$ cat src/rtl/regfile_wport_arbiter.sv
`default_nettype none
// ============================================================================
// regfile_wport_arbiter
//   Arbitrates the single regfile write port between the WB stage and a
//   buffered long-latency unit, and keeps a scoreboard of pending LU writes.
//   Optional build macro RF_WPORT_STATS_EN adds stat_conflict_o/stat_hold_o.
//   Revision: 1.0
// ============================================================================
module regfile_wport_arbiter #(
   parameter int FIFO_DEPTH = 2,
   parameter int STARVE_MAX = 8
) (
   input  logic        clk,
   input  logic        start,
   input  logic        wb_regwrite_i,
   input  logic        wb_kill_i,
   input  logic [4:0]  wb_rd_i,
   input  logic [31:0] wb_wdata_i,
   input  logic        lu_valid_i,
   output logic        lu_ready_o,
   input  logic [4:0]  lu_rd_i,
   input  logic [31:0] lu_wdata_i,
   input  logic        issue_valid_i,
   input  logic [4:0]  issue_rd_i,
   input  logic [4:0]  rs1_d_i,
   input  logic [4:0]  rs2_d_i,
   output logic        rf_we_o,
   output logic [4:0]  rf_waddr_o,
   output logic [31:0] rf_wdata_o,
   output logic        wb_hold_o,
   output logic        stall_req_o,
`ifdef RF_WPORT_STATS_EN
   output logic [31:0] stat_conflict_o,
   output logic [15:0] stat_hold_o,
`endif
   output logic [31:0] pending_mask_o
);

   localparam int PW = (FIFO_DEPTH > 1) ? $clog2(FIFO_DEPTH) : 1;
   localparam int CW = PW + 1;
   localparam int SW = (STARVE_MAX > 1) ? $clog2(STARVE_MAX) : 1;
   localparam logic [CW-1:0] DEPTH_CNT   = CW'(FIFO_DEPTH);
   localparam logic [SW-1:0] STARVE_LAST = SW'(STARVE_MAX - 1);

   logic [4:0]    fifo_rd_q   [FIFO_DEPTH];
   logic [31:0]   fifo_data_q [FIFO_DEPTH];
   logic [PW-1:0] wr_ptr_q;
   logic [PW-1:0] rd_ptr_q;
   logic [CW-1:0] count_q;
   logic [SW-1:0] starve_q;
   logic          wb_hold_q;
   logic [31:0]   pending_q;
   logic [31:0]   pending_d;

   logic          fifo_empty;
   logic          fifo_full;
   logic          push;
   logic          pop;
   logic          wb_req;
   logic          starved;
   logic [4:0]    head_rd;
   logic [31:0]   head_data;
   logic          head_hit;

   assign fifo_empty = (count_q == '0);
   assign fifo_full  = (count_q == DEPTH_CNT);
   assign lu_ready_o = !fifo_full;
   // Results aimed at x0 are consumed from the LU but never stored.
   assign push       = lu_valid_i && lu_ready_o && (lu_rd_i != 5'd0);
   assign wb_req     = wb_regwrite_i && !wb_kill_i && (wb_rd_i != 5'd0) && !wb_hold_q;
   assign pop        = !wb_req && !fifo_empty;
   assign starved    = !fifo_empty && !pop;
   assign head_rd    = fifo_rd_q[rd_ptr_q];
   assign head_data  = fifo_data_q[rd_ptr_q];

   always_comb begin
      rf_we_o    = 1'b0;
      rf_waddr_o = 5'd0;
      rf_wdata_o = 32'd0;
      if (wb_req) begin
         rf_we_o    = 1'b1;
         rf_waddr_o = wb_rd_i;
         rf_wdata_o = wb_wdata_i;
      end else if (!fifo_empty) begin
         rf_we_o    = 1'b1;
         rf_waddr_o = head_rd;
         rf_wdata_o = head_data;
      end
   end

   // Issue is applied after the pop clear so a newer op keeps its bit.
   always_comb begin
      pending_d = pending_q;
      if (pop) begin
         pending_d[head_rd] = 1'b0;
      end
      if (issue_valid_i && (issue_rd_i != 5'd0)) begin
         pending_d[issue_rd_i] = 1'b1;
      end
      pending_d[0] = 1'b0;
   end

   assign head_hit    = !fifo_empty && !pop &&
                        ((head_rd == rs1_d_i) || (head_rd == rs2_d_i));
   assign stall_req_o = pending_q[rs1_d_i] | pending_q[rs2_d_i] | head_hit;

   assign wb_hold_o      = wb_hold_q;
   assign pending_mask_o = pending_q;

   always_ff @(posedge clk) begin
      if (push) begin
         fifo_rd_q[wr_ptr_q]   <= lu_rd_i;
         fifo_data_q[wr_ptr_q] <= lu_wdata_i;
      end
   end

   always_ff @(posedge clk or negedge start) begin
      if (!start) begin
         wr_ptr_q  <= '0;
         rd_ptr_q  <= '0;
         count_q   <= '0;
         starve_q  <= '0;
         wb_hold_q <= 1'b0;
         pending_q <= 32'd0;
      end else begin
         if (push) begin
            wr_ptr_q <= wr_ptr_q + PW'(1);
         end
         if (pop) begin
            rd_ptr_q <= rd_ptr_q + PW'(1);
         end
         case ({push, pop})
            2'b10:   count_q <= count_q + CW'(1);
            2'b01:   count_q <= count_q - CW'(1);
            default: count_q <= count_q;
         endcase
         pending_q <= pending_d;

         // A hold cycle always grants the head, so holds cannot repeat back-to-back.
         wb_hold_q <= 1'b0;
         if (!starved) begin
            starve_q <= '0;
         end else if (starve_q == STARVE_LAST) begin
            starve_q  <= '0;
            wb_hold_q <= 1'b1;
         end else begin
            starve_q <= starve_q + SW'(1);
         end
      end
   end

`ifdef RF_WPORT_STATS_EN
   logic [31:0] stat_conflict_q;
   logic [15:0] stat_hold_q;

   always_ff @(posedge clk or negedge start) begin
      if (!start) begin
         stat_conflict_q <= 32'd0;
         stat_hold_q     <= 16'd0;
      end else begin
         if (!fifo_empty && wb_req && (stat_conflict_q != '1)) begin
            stat_conflict_q <= stat_conflict_q + 32'd1;
         end
         if (wb_hold_q && (stat_hold_q != '1)) begin
            stat_hold_q <= stat_hold_q + 16'd1;
         end
      end
   end

   assign stat_conflict_o = stat_conflict_q;
   assign stat_hold_o     = stat_hold_q;
`endif

endmodule
`default_nettype wire

$ cat config.mk
export PLATFORM = sky130hd
export DESIGN_NAME = regfile_wport_arbiter
export DESIGN_NICKNAME = d
export VERILOG_FILES = /design/src/rtl/regfile_wport_arbiter.sv
export SDC_FILE = /design/constraint.sdc
export NUM_CORES = 1
export LEC_CHECK = 0
export CAP_MARGIN = 20
export CORE_ASPECT_RATIO = 1.1
export CORE_MARGIN = 3
export CORE_UTILIZATION = 47
export DETAILED_ROUTE_END_ITERATION = 7
export HOLD_SLACK_MARGIN = 0.02
export PLACE_DENSITY = 0.91
export SYNTH_ARGS = -nofsm -noshare
export SYNTH_HDL_FRONTEND = slang
export SYNTH_SLANG_ARGS = --single-unit
$ cat constraint.sdc
create_clock -name clk -period 3.05 [get_ports clk]
set_input_delay 0.4575 -clock clk [delete_from_list [all_inputs] [get_ports clk]]
set_output_delay 0.4575 -clock clk [all_outputs]
set_load 0.02 [all_outputs]
======== Word-level counts from Yosys, hierarchy flattened ========
Memories as Yosys holds them, arrays and structs flattened.
Index checks and enable logic that the tools add are counted.
storage, ports and cells
  memories kept ........................... 2
  RAM bits ................................ 74
  input bits .............................. 95
  word-level logic and storage cells ...... 76
  register bits ........................... 39
  output and inout bits ................... 73
memories
  name         depth  bits a word  read ports  clocked after memory_dff  wr ports  line  RTL
  fifo_data_q  2      32           1           0                         1         46    logic [31:0] fifo_data_q [FIFO_DEPTH];
  fifo_rd_q    2      5            1           0                         1         45    logic [4:0] fifo_rd_q [FIFO_DEPTH];
cells by class
  $add $sub $neg .......................... 5
  reduce and logical (&&, ||, !) cells .... 23
  multiplexer cells ....................... 23
  order comparisons ....................... 6
  bitwise gates (word level) .............. 5
  eq/ne operators ......................... 6
operators by type and width
  kind                 count
  $mux 32              4
  $and 32x32->32       1
  $not 32->32          1
  $or 32x32->32        1
  $lt 5x6->1 const B   4
  $reduce_bool 5->1    3
  $logic_and 1x1->1    11
  $bmux 1 s5           2
  $demux 1 s5          2
  $eq 5x5->1           2
  $ge 5x1->1 const B   2
  $mux 1               10
  $mux 5               2
  $logic_not 1->1      6
  $mux 3               2
  $eq 2x2->1 const B   2
  $pmux 2 s2           1
  $add 3x1->3 const B  1
  $eq 3x3->1 const B   1
  $add 1x1->1 const B  2
  $add 2x1->2 const B  1
  $eq 2x1->1 const B   1
  $logic_not 2->1      1
  $or 1x1->1           2
  other kinds (3)      3

======== Longest topological paths before layout ========
  word-level depth ........................ 10
  depth in mapped cells ................... 10
  depth with buffers taken out ............ 8

======== Least setup slack after synthesis ========
Ideal clock, no wire load.
  path type ............................... reg-to-reg
  start point ............................. register count_q[0]
  end point ............................... memory fifo_data_q[0][0], enable pin
  setup time .............................. 431 ps
  slack ................................... 168 ps
  arrival time ............................ 2,451 ps
  cell stages (with the launch flop) ...... 4
  path buffers ............................ 0
  required time ........................... 2,619 ps
  period minus slack after synthesis ...... 2,882 ps
  cell sequence ........................... dfrtp_1 > nand2b_1 > o211ai_1 > nor2_1
on the way
  word-level cells in the longest chain between the ends .. 6
ends and longest elaborated chain
  element                         line  RTL
  start: declaration              49    logic [CW-1:0] count_q;
  start signal: assignment        133   2'b10: count_q <= count_q + CW'(1);
  start signal: assignment        134   2'b01: count_q <= count_q - CW'(1);
  start signal: assignment        135   default: count_q <= count_q;
  $eq 2x2->1                      66    assign fifo_full = (count_q == DEPTH_CNT);
  $logic_not 1->1                 67    assign lu_ready_o = !fifo_full;
  via lu_ready_o                  20    output logic lu_ready_o,
  $logic_and 1x1->1 (2 in a row)  69    assign push = lu_valid_i && lu_ready_o && (lu_rd_i != 5'd0);
  $mux 1                          111   if (push) begin
  $mux 1 (implied by the code)    113   fifo_data_q[wr_ptr_q] <= lu_wdata_i;
  end: declaration                46
The timed path passes the listed nets, and every way through them passes these cells.

======== Worst setup path after layout ========
  start point ............................. input port wb_rd_i[2]
  end point ............................... output port rf_wdata_o[31]
on the way
  word-level cells in the longest chain between the ends .. 4
ends and longest elaborated chain
  element                         line  RTL
  start: declaration              17    input logic [4:0] wb_rd_i,
  $reduce_bool 5->1               70    assign wb_req = wb_regwrite_i && !wb_kill_i && (wb_rd_i != 5'd0) && !wb_hold_q;
  $logic_and 1x1->1 (2 in a row)  70
  $mux 32                         80    if (wb_req) begin
  end: declaration                29    output logic [31:0] rf_wdata_o,
Every way passes these cells.

==> results.md <==
* Status: finished clean
* Reg2reg path depth at 6
* Startpoint Class: input pin
* Die Height at ~120 µm
* Final core area utilization at 71.1%
* Crit Path Max Fanout at 20
* Ys async rst share at 34.5%
* Port Buffers at 166
* Top-level I/O count at ~170
* #FFs+latches synth at 113
* Pre-CTS setup slack at -432 ps
* R2r setup slk at ~730 ps
* Grt peak-use layer: met2
* Clock sinks at 113
* DP Wirelength at 11000 µm
* Vias in the first global route at 4617
* Syn. warnings at 0
* Synthesized area at 5390 µm²
* CTS root buf: clkbuf_16
* Clk_lat worst skew at around 400 ps
* GRT Total Usage at 24.7%
* CTS Hold Buffers Added at 0
* DRC at 0
* Crit end category: primary output
* Post-route ant nets at 0
* First-pass GRT wire length at roughly 24000 µm
* Vias at 4455
* H-Tree Depth at 4
* Final hold vios at 0
* Die area at 12800 µm²
* Slew @ Worst Pin at 875 ps
* Syn Nets at 535
* PwrDens at around 970 nW/µm²
* Max Fclk at 329 MHz
* DR vias/cell at between 5 and 6
* Setup ws final at 13.1 ps
* GRT met1 Usage at 30.6%
* Skew final at 9.35 ps
* Lkg Pwr at 3.00 nW
* Minimum clock period at 3040 ps
* Hold crit path type: input pin to async pin
* Main flop type after synthesis: edfxtp_1
* Total power at around 7.6 mW
* Number of setup violations in the final report at 0
* DIE WIDTH at around 110 µm
* GR Util met3 at slightly above 6%
* Final period util at 99.6%
* Met2 GRT Util at 40.9%
* 1st-pass router iterations at 5
* Distinct cells, synth at 45
* Max Root-Sink Buffers at 2
* Largest stage delay, worst path at 540 ps
* Diode count at 0
* Max-slew violations at 0
* Layout cells sized above 1 at about 18%
* DR WL/cell at 19.6 µm
* Commonest non-fill, non-tap cell in the layout: clkdlybuf4s50_1
* Row count at 40
* Max-Slew Margin vs Limit at 41.7%
* Setup tns final at 0 ps
* Remaining Overflow, GRT at 0
* Nets at 724
* GP Congestion at 0.877
* Starting Density at 48.7%
* CTS tree: yes
* Worst EP required at between 2000 and 3000 ps
* Num CTS Buffers at 17
* Register area share after synthesis at 59.3%
* CP Data Arrival Time at 2580 ps
* Critical-path cell list: clkdlybuf4s50_1 > or4_1 > o21a_2 > or2_4 > o21ai_0 > clkdlybuf4s15_2
* Synth Instances at 437
* Syn Area/Cell at between 10 and 15 µm²
* Clk slew on worst S/H paths at 50 ps
* Most frequent cells in the layout: clkdlybuf4s50_1, edfxtp_1, o21ai_0
* Core area at 11100 µm²
* Initial antenna violation count at 0
* Crit Path Category: input pin to primary output
* Largest net degree at the start of global routing at 40
* VDD IR max at 0.000512 V
* Setup Buffers After CTS at 0
* RSZ-0062 raised after global routing: yes
* R2R Path Start: rd_ptr_q
* Drt total wl at 15400 µm
* Area Growth Syn to Fin at 45.9%
* Max-Cap Viols at 0
* RR Endpoint: pending_mask_o[10]
* Initial drt markers at roughly 300
* Number of synthesized flops with an enable pin at 74
* Slowest cell on the critical path: or4_1
-- worst max path at each step --
stage / depth (start not counted) / from / end
3_5_place_dp: 6 / wb_rd_i[2] / rf_wdata_o[4]
6_report: 6 / wb_rd_i[2] / rf_wdata_o[31]
2_1_floorplan: 3 / count_q[0] / fifo_data_q[0][0]
4_1_cts: 8 / wb_rd_i[2] / stall_req_o
3_3_place_gp: 6 / wb_rd_i[2] / rf_wdata_o[24]
5_1_grt: 6 / wb_rd_i[2] / rf_waddr_o[2]
-- critical path: cells and delay by family --
family                 cells  cell delay, ps
AO/OA/AOI/OAI              2             490
buffers and inverters      2             710
AND/OR/NAND/NOR            2             910
-- routing by layer --
layer	vias to the layer above	routed length [µm]
met5	-	0
met1	2141	6010
met3	33	1300
met2	248	7720
li1	2033	-
met4	0	366
-- Yosys cell counts (all sizes together), types with 2 or more instances --
| cell | n | area share (%) |
|---|---|---|
| a21oi | 5 | 0.46 |
| xnor2 | 11 | 1.8 |
| nor3b | 4 | 0.56 |
| mux2 | 2 | 0.42 |
| or3 | 4 | 0.56 |
| dfrtp | 39 | 18 |
| mux2i | 44 | 8.2 |
| nor3 | 4 | 0.37 |
| buf | 5 | 0.72 |
| xor2 | 4 | 0.65 |
| nand2b | 5 | 0.58 |
| nand4 | 4 | 0.74 |
| edfxtp | 74 | 41 |
| or4 | 2 | 0.28 |
| nor2b | 4 | 0.46 |
| nand4b | 2 | 0.33 |
| ha | 3 | 0.70 |
| and2 | 3 | 0.35 |
| clkbuf | 16 | 1.1 |
| o21ai | 95 | 8.8 |
| nand2 | 49 | 3.4 |
| nand3b | 6 | 0.84 |
| or3b | 3 | 0.49 |
| mux4 | 12 | 5.0 |
| nand3 | 9 | 0.93 |
| o31ai | 4 | 0.56 |
| nor2 | 13 | 0.91 |
-- flip-flops by register name, summed over array words and instances (netlist names) --
name            cells
fifo_data_q        64
pending_mask_o     31
fifo_rd_q          10
starve_q            3
count_q             2
rd_ptr_q            1
wb_hold_o           1
wr_ptr_q            1
-- power by group --
part	switching (mW)	leakage, nW	internal, mW	total (mW)
sequential	0.366	1.17	2.14	2.50
clock	0.708	0.287	1.29	2.00
combinational	1.76	1.55	1.37	3.13
total	2.83	3.00	4.80	7.63
-- area by class of cell --
cell class | count | area (µm²)
clock buffers | 17 | 425
clock inverters | 15 | 183
fillers | 796 | 3200
inverters | 2 | 12.5
multi-input cells | 302 | 2110
flip-flops and latches | 113 | 3200
well taps | 147 | 184
repair buffers | 190 | 1750
-- metrics by stage --
stage | cells | hold slack, ps | cell area, µm²
finish | 786 | 177 | 7860
global placement | 753 | 424 | 7330
global route | 786 | 237 | 7860
floorplan | 437 | 162 | 5390
CTS | 786 | 191 | 7930
detailed placement | 753 | 431 | 7330
-- logic make-up (layout without fill, tap and decap cells) --
family	count (synthesis)	count (layout)	share of synthesized area (%)
AO/OA/AOI/OAI	111	111	10.8
flip-flops	113	113	59.3
multiplexers	58	58	13.6
adder cells (fa/ha/maj)	3	3	0.696
XOR/XNOR	15	15	2.44
buffers and inverters	23	224	2.07
AND/OR/NAND/NOR	113	114	11.0
other	1	1	0.0696
-- timing repair --
| action | CTS | global route |
|---|---|---|
| cloned | 1 | 0 |
| endpoints found under the setup margin | 39 | 34 |
| resized for setup | 75 | 80 |
| pin swaps | 1 | 0 |
Note: power is estimated with default switching activity, not from simulation.
